File: src/rtl/timer_pkg.sv
// Shared definitions for the countdown timer and the up-counting stopwatch.
// Latency: n/a (types, constants and a combinational helper only).
// Backpressure: n/a.
package timer_pkg;

   // 2-bit state encoding shared with the display/status path.
   localparam logic [1:0] ST_IDLE  = 2'd0;
   localparam logic [1:0] ST_RUN   = 2'd1;
   localparam logic [1:0] ST_PAUSE = 2'd2;
   localparam logic [1:0] ST_DONE  = 2'd3;

   typedef enum logic [1:0] {
      S_IDLE  = ST_IDLE,
      S_RUN   = ST_RUN,
      S_PAUSE = ST_PAUSE,
      S_DONE  = ST_DONE
   } state_t;

   localparam logic [3:0] BCD_MAX = 4'd9;

   // 0.1 s per count step at 100 MHz.
   localparam int DEFAULT_DVSR = 10_000_000;

   // Three BCD digits, hundreds first; same layout as the stopwatch display word.
   typedef struct packed {
      logic [3:0] d2;
      logic [3:0] d1;
      logic [3:0] d0;
   } bcd3_t;

   // Non-decimal nibbles from the switches are saturated to 9.
   function automatic logic [3:0] clamp_digit(input logic [3:0] d);
      return (d > BCD_MAX) ? BCD_MAX : d;
   endfunction

endpackage

File: src/rtl/bcd_dec_digit.sv
// One BCD digit of a ripple-borrow decrementer; chain three for 000..999.
// Latency: combinational.
// Backpressure: none.
// Ports: digit/borrow_in in; digit_next/borrow_out out (borrow_out = digit==0 && borrow_in).
module bcd_dec_digit
   import timer_pkg::*;
(
   input  logic [3:0] digit,
   input  logic       borrow_in,
   output logic [3:0] digit_next,
   output logic       borrow_out
);

   always_comb begin
      digit_next = digit;
      borrow_out = 1'b0;
      if (borrow_in) begin
         if (digit == 4'd0) begin
            digit_next = BCD_MAX;
            borrow_out = 1'b1;
         end else begin
            digit_next = digit - 4'd1;
         end
      end
   end

endmodule

File: src/rtl/countdown_timer.sv
// Three-digit BCD countdown timer with load/start/pause/clear and expiry pulse.
// Latency: commands take effect on the sampling edge; count steps every DVSR cycles in RUN.
// Backpressure: none; level commands, priority clr > load > start/pause.
// Ports: clk, reset_n (async low); clr, load, preset_in[11:0], start, pause;
//        d2/d1/d0 BCD count, running, done, expire_tick (one-cycle pulse).
// Build option: COUNTDOWN_AUTORELOAD_EN reloads the latched preset on expiry and keeps running.
module countdown_timer
   import timer_pkg::*;
#(
   parameter int DVSR = DEFAULT_DVSR
)(
   input  logic        clk,
   input  logic        reset_n,
   input  logic        clr,
   input  logic        load,
   input  logic [11:0] preset_in,
   input  logic        start,
   input  logic        pause,
   output logic [3:0]  d2,
   output logic [3:0]  d1,
   output logic [3:0]  d0,
   output logic        running,
   output logic        done,
   output logic        expire_tick
);

   localparam int PW = (DVSR > 1) ? $clog2(DVSR) : 1;

   state_t         state_q, state_d;
   logic [PW-1:0]  psc_q, psc_d;
   bcd3_t          cnt_q, cnt_d;
   bcd3_t          preset_q, preset_d;
   logic           expire_q, expire_d;

   bcd3_t          preset_clamped;
   bcd3_t          dec;
   logic           b1, b2, underflow;
   logic           tick, cnt_zero, dec_zero;

   assign preset_clamped = '{d2: clamp_digit(preset_in[11:8]),
                             d1: clamp_digit(preset_in[7:4]),
                             d0: clamp_digit(preset_in[3:0])};

   assign tick     = (state_q == S_RUN) && (psc_q == PW'(DVSR - 1));
   assign cnt_zero = (cnt_q == '0);

   bcd_dec_digit u_dig0 (.digit(cnt_q.d0), .borrow_in(tick), .digit_next(dec.d0), .borrow_out(b1));
   bcd_dec_digit u_dig1 (.digit(cnt_q.d1), .borrow_in(b1),   .digit_next(dec.d1), .borrow_out(b2));
   bcd_dec_digit u_dig2 (.digit(cnt_q.d2), .borrow_in(b2),   .digit_next(dec.d2), .borrow_out(underflow));

   // Borrow out of the hundreds digit means the count was 000: never wrap to 999.
   assign dec_zero = !underflow && (dec == '0);

   always_comb begin
      state_d  = state_q;
      psc_d    = psc_q;
      cnt_d    = cnt_q;
      preset_d = preset_q;
      expire_d = 1'b0;
      if (clr) begin
         state_d  = S_IDLE;
         psc_d    = '0;
         cnt_d    = '0;
         preset_d = '0;
      end else if (load) begin
         state_d  = S_IDLE;
         psc_d    = '0;
         cnt_d    = preset_clamped;
         preset_d = preset_clamped;
      end else begin
         case (state_q)
            S_IDLE, S_PAUSE: begin
               if (start && !pause && !cnt_zero) state_d = S_RUN;
            end
            S_RUN: begin
               // Prescaler only advances here, so PAUSE resumes mid-period.
               psc_d = tick ? '0 : psc_q + PW'(1);
               if (pause && !start) state_d = S_PAUSE;
               if (tick && !underflow) begin
                  if (dec_zero) begin
                     expire_d = 1'b1;
`ifdef COUNTDOWN_AUTORELOAD_EN
                     // Reload instead of showing 000; state is left as decided above.
                     cnt_d = preset_q;
`else
                     cnt_d   = dec;
                     state_d = S_DONE;
`endif
                  end else begin
                     cnt_d = dec;
                  end
               end
            end
            default: ;  // DONE: only clr/load leave
         endcase
      end
   end

   always_ff @(posedge clk or negedge reset_n) begin
      if (!reset_n) begin
         state_q  <= S_IDLE;
         psc_q    <= '0;
         cnt_q    <= '0;
         preset_q <= '0;
         expire_q <= 1'b0;
      end else begin
         state_q  <= state_d;
         psc_q    <= psc_d;
         cnt_q    <= cnt_d;
         preset_q <= preset_d;
         expire_q <= expire_d;
      end
   end

   assign d2          = cnt_q.d2;
   assign d1          = cnt_q.d1;
   assign d0          = cnt_q.d0;
   assign running     = (state_q == S_RUN);
   assign done        = (state_q == S_DONE);
   assign expire_tick = expire_q;

endmodule

File: config.mk
export PLATFORM = sky130hd
export DESIGN_NAME = countdown_timer
export DESIGN_NICKNAME = d
export VERILOG_FILES = /design/src/rtl/timer_pkg.sv /design/src/rtl/bcd_dec_digit.sv /design/src/rtl/countdown_timer.sv
export SDC_FILE = /design/constraint.sdc
export NUM_CORES = 1
export LEC_CHECK = 0
export ABC_AREA = 1
export ABC_CLOCK_PERIOD_IN_PS = 5100
export CAP_MARGIN = 20
export CORE_MARGIN = 1.5
export CORE_UTILIZATION = 35
export DETAILED_ROUTE_END_ITERATION = 7
export PLACE_DENSITY = 0.58
export SETUP_SLACK_MARGIN = 0.15
export SYNTH_ARGS = -nofsm -noshare
export SYNTH_HDL_FRONTEND = slang
export SYNTH_SLANG_ARGS = --single-unit
export TNS_END_PERCENT = 30
File: constraint.sdc
create_clock -name clk -period 5.1 [get_ports clk]
set_input_delay 0.765 -clock clk [delete_from_list [all_inputs] [get_ports clk]]
set_output_delay 0.765 -clock clk [all_outputs]
set_load 0.01 [all_outputs]
# Word level (Yosys, flattened, before mapping)
# Cells that the tools add are included.
# totals
register_bits,39
word_cells,75
inputBits,18
out_inout_bits,15
# classes
reduce_logical,22
eq_ne,5
order_cmp,3
add_sub_neg,4
n_mux,35
# op_table
operator,n
24-bit two-way mux,4
12-bit two-way mux,4
4-bit two-way mux,9
24-bit by 1-bit adder with 24-bit output (second input constant),1
24-bit == test (second input constant),1
12-bit zero test,2
4-bit > comparator (second input constant),3
4-bit zero test,3
2-bit two-way mux,6
4-bit by 1-bit subtractor with 4-bit output (second input constant),3
1-bit two-way mux,11
1-bit logical AND,6
3-bit nonzero test,2
2-bit == test (second input constant),2
1-bit zero test,4
4-bit != test (second input constant),1
2-bit case mux with 2 select lines,1
2-bit AND reduction,2
4-bit nonzero test,1
2-bit by 1-bit == test with 1-bit output (second input constant),1
2-bit zero test,1
2-bit OR reduction,1

# Depth between registers and ports, before layout
# logic_depth
ltp_word,12
depth_mapped,15
mapped_depth_nobuf,15

# Hierarchy
# A second synthesis with hierarchy kept.
# hier_totals
cells_unflattened,469
hier_area_um2,2941.6
# by_module_without_submodules
mod,cells_per_inst,instances,area_per_inst_um2
countdown_timer,418,1,2678.8
bcd_dec_digit,17,3,87.6

# Worst setup path before layout
# OpenSTA, ideal clock, no wires.
# synth_timing
path_type,input to register
from,input load
to,register psc_q[20]
cell_stages,10
t_arrival_ps,1800
n_path_buf,1
path_slack_ps,3218
cell_sequence,nor2_1 inv_2 nor2_1 inv_1 nor2_2 inv_2 buf_2 a21oi_1 o21ai_1 o21ai_0
# synth_via
elab_chain_len,2
elab_cells_between_ends,3
classes_between,mux (2); reduce/logical (1)
# synth_rtl
element,line_no,text
from (decl),countdown_timer.sv:15,"input logic load,"
24-bit two-way mux,countdown_timer.sv:65,end else if (load) begin
24-bit two-way mux,countdown_timer.sv:60,if (clr) begin
to (signal assigned),countdown_timer.sv:108,psc_q <= psc_d;
to (decl),countdown_timer.sv:30,"logic [PW-1:0] psc_q, psc_d;"
# Parallel ways exist; a longest one is shown, timed or not.
# A chain may end at the register's enable or synchronous reset.

# Worst setup path in the final report
# layout_timing
from,input clr
to,register psc_q[15]
# layout_via
elab_chain_len,1
elab_cells_between_ends,2
classes_between,mux (1); reduce/logical (1)
# layout_rtl
element,line_no,text
from (decl),countdown_timer.sv:14,"input logic clr,"
3-bit nonzero test (no line) or 24-bit two-way mux (tied branches),--,
# Parallel ways exist; a longest one is shown, timed or not.

==> impl_metrics.py <==
metrics = {
    "synthesis": {
        "ys_ff_latch": 39,
        "syn_avg_cell_area_um2": 7.14,
        "netlist_area_mm2": 0.00271,
        "synth_top_area_share_pct": 36.0,
        "syn_nets": 398,
        "synth_cells": 379,
        "synth.area.top_cells": "dfrtp_1, nand2_1, nor2_1, inv_1, o21ai_0",
        "yosysWarningCount": 0,
        "yosysSeqAreaShare_pct": 36.0,
        "synth_largest_area_cell": "dfrtp_1",
        "synth.distinct_cells": 40,
    },
    "critical_path": {
        "reg2reg_slack_ns": 2.89,
        "crit_required_ns": 5.31,
        "critPathKind": "input pin to flip-flop",
        "cp-start-kind": "input pin",
        "reg2reg_depth": 10,
        "r2r_start": "psc_q[0]",
        "reg2reg_to": "psc_q[15]",
        "critical_path.max_fanout": 14,
        "arrival_ns": 3.01,
        "crit_path_end_kind": "flip-flop",
    },
    "global_route": {
        "antenna_found_initial": 0,
        "grt_pass1_vias": 2422,
        "grt_usage_pct": 17.1,
        "overflow": 0,
        "grt_max_degree": 40,
        "grt_pass1_wl_um": 11600,
    },
    "power_and_ir_drop": {
        "ir_worst_vdd_uv": 97.0,
        "power_density_mw_per_mm2": 215,
        "p_leak_nw": 1.42,
    },
    "floorplanning": {
        "rows": 31,
        "die_w_um": 91.0,
        "die_h_um": 91.0,
        "io_pins": 33,
        "initial_utilization_pct": 36.7,
        "coreArea_mm2": 0.00737,
        "die_area_mm2": 0.00827,
    },
    "placed_design": {
        "preCtsSetupSlack_ns": 1.99,
        "post-dp-hpwl_um": 5190,
        "place.gp.congestion": 0.858,
        "io_buffers": 32,
    },
    "worst_hold_path": {
        "hold_end": "psc_q[0]",
        "min_from": "psc_q[0]",
        "min_path_type": "flip-flop to flip-flop",
        "min_path_cells": 1,
    },
    "routing": {
        "routed_via_density": 4.96,
        "wl_per_cell_um": 13.2,
        "route.detailed.drc": 0,
        "wl_um": 6760,
        "num_vias": 2546,
        "firstDrtPassIters": 5,
        "ant_nets": 0,
        "drtIter0Drc": 178,
    },
    "clock_tree": {
        "cts_resized": 0,
        "clockBufferDepth": 2,
        "cts_tree": "yes",
        "cts_buffers": 5,
        "cts.sinks": 39,
        "h-tree-depth": 2,
        "hold_buffers": 0,
        "clk_pin_slew_worst_paths_ns": 0.08,
        "post_cts_buffers": 0,
        "clock-root-buffer": "clkbuf_8",
        "clk_latency_ns": 0.30,
    },
    "run": {
        "maxCapViolCount": 0,
    },
    "cells_and_area": {
        "final_layout_size_suffix_gt1_share_pct": 14.0,
        "post-route-util_pct": 44.0,
        "fin_nets": 432,
        "synthToLayoutAreaGrowth_pct": 19.7,
        "num_antenna_cells": 0,
    },
    "timing": {
        "post-route-period-util_pct": 54.9,
        "fmaxAchievable_ghz": 0.357,
        "hold_viol_final": 0,
        "rsz0062_at_grt": "false",
        "slew_headroom_pct": 39.5,
        "fin_setup_tns_ns": 0,
        "tightest_slew_ns": 0.907,
        "maxSlewViolCount": 0,
        "final.min_clock_period_ns": 2.80,
        "setup_viol": 0,
        "final.setup_skew_ns": 0.00979,
        "layout_setup_ws_ns": 2.30,
    },
    "run_status": {
        "status": "complete, no violations",
    },
}
-- cells by family after synthesis --
group | Yosys count | synth area share [%]
and+or+nand+nor | 194 | 36.8
AOI/OAI and AO/OA | 74 | 15.3
buffers and inverters | 64 | 9.06
DFF | 39 | 36.0
xor gates and xnor gates | 7 | 2.26
adders and majority gates | 1 | 0.462
-- worst max path at each step --
stage / start / to / slack (ns) / cells after the start
final: clr / psc_q[15] / 2.30 / 10
after global routing: clr / psc_q[15] / 2.12 / 10
after CTS: clr / psc_q[20] / 2.30 / 10
after detailed placement: clr / psc_q[15] / 1.99 / 10
after global placement: clr / psc_q[15] / 2.04 / 10
after floorplan: load / psc_q[20] / 3.22 / 10
-- Yosys cell counts (all sizes together) --
| cell | number |
|---|---|
| o211ai | 1 |
| xnor2 | 1 |
| o31ai | 1 |
| inv | 58 |
| nand3 | 29 |
| ha | 1 |
| a22o | 1 |
| buf | 2 |
| clkinv | 1 |
| nand2 | 88 |
| o311ai | 1 |
| o21a | 1 |
| a22oi | 2 |
| nor2 | 59 |
| nor3b | 1 |
| nor4 | 2 |
| nor3 | 4 |
| a21oi | 16 |
| dfrtp | 39 |
| o21ai | 37 |
| o22ai | 13 |
| clkbuf | 3 |
| xor2 | 6 |
| nand3b | 1 |
| a31oi | 1 |
| nand4 | 10 |
-- per-stage QoR --
step	area [um^2]	total power [W]	hold WS, ns	cells
after floorplan	2710	0.000382	0.469	379
after global placement	3120	0.000431	0.521	505
after detailed placement	3120	0.000431	0.522	505
after CTS	3240	0.000708	0.534	513
after global routing	3240	0.000731	0.579	513
final	3240	0.000698	0.545	513
-- placed cells by master, fill, tap and decap left out, types with 3 or more instances in the layout --
| cell | n |
|---|---|
| a21oi_1 | 16 |
| clkbuf_8 | 6 |
| clkdlybuf4s50_1 | 31 |
| dfrtp_1 | 39 |
| inv_1 | 39 |
| inv_2 | 19 |
| nand2_1 | 81 |
| nand2_2 | 4 |
| nand2_4 | 3 |
| nand3_1 | 26 |
| nand4_1 | 9 |
| nor2_1 | 44 |
| nor2_2 | 5 |
| nor2_4 | 8 |
| o21ai_0 | 28 |
| o21ai_1 | 7 |
| o22ai_1 | 13 |
| xor2_1 | 6 |
-- where the power goes --
group | total (W) | leakage (nW) | switching (W) | internal [W]
logic | 0.000102 | 0.822 | 0.0000623 | 0.0000400
clock network | 0.000273 | 0.0612 | 0.000114 | 0.000158
registers | 0.000323 | 0.537 | 0.00000736 | 0.000316
total | 0.000698 | 1.42 | 0.000184 | 0.000514
-- worst max-delay path, stage by stage --
cell             delay (ns)
clkdlybuf4s50_1        0.57
nor2_1                 0.28
inv_2                  0.12
nor2_1                 0.10
inv_1                  0.07
nor2_2                 0.53
inv_2                  0.24
a21oi_1                0.16
o21ai_0                0.08
o21ai_0                0.07
-- sequential cells by signal, indices dropped and copies added, names as in the netlist --
register     cells
d2               4
d1               4
psc_q           24
expire_tick      1
state_q          2
d0               4
-- area by class of cell --
class                   count  area [um^2]
repair buffers             32          315
clock buffers               6         82.6
flip-flops and latches     39          976
fillers                   803         4130
well taps                  99          124
clock inverters             2         35.0
multi-input cells         276         1490
inverters                  59          221
-- layer usage --
metal	wire, um	GRT usage [%]	vias up
met5	0	0	-
met4	52	3.91	0
met3	243	3.02	4
met2	3110	26.4	47
met1	3350	24.9	1186
li1	-	-	1309
(Power assumes the default switching activity.)
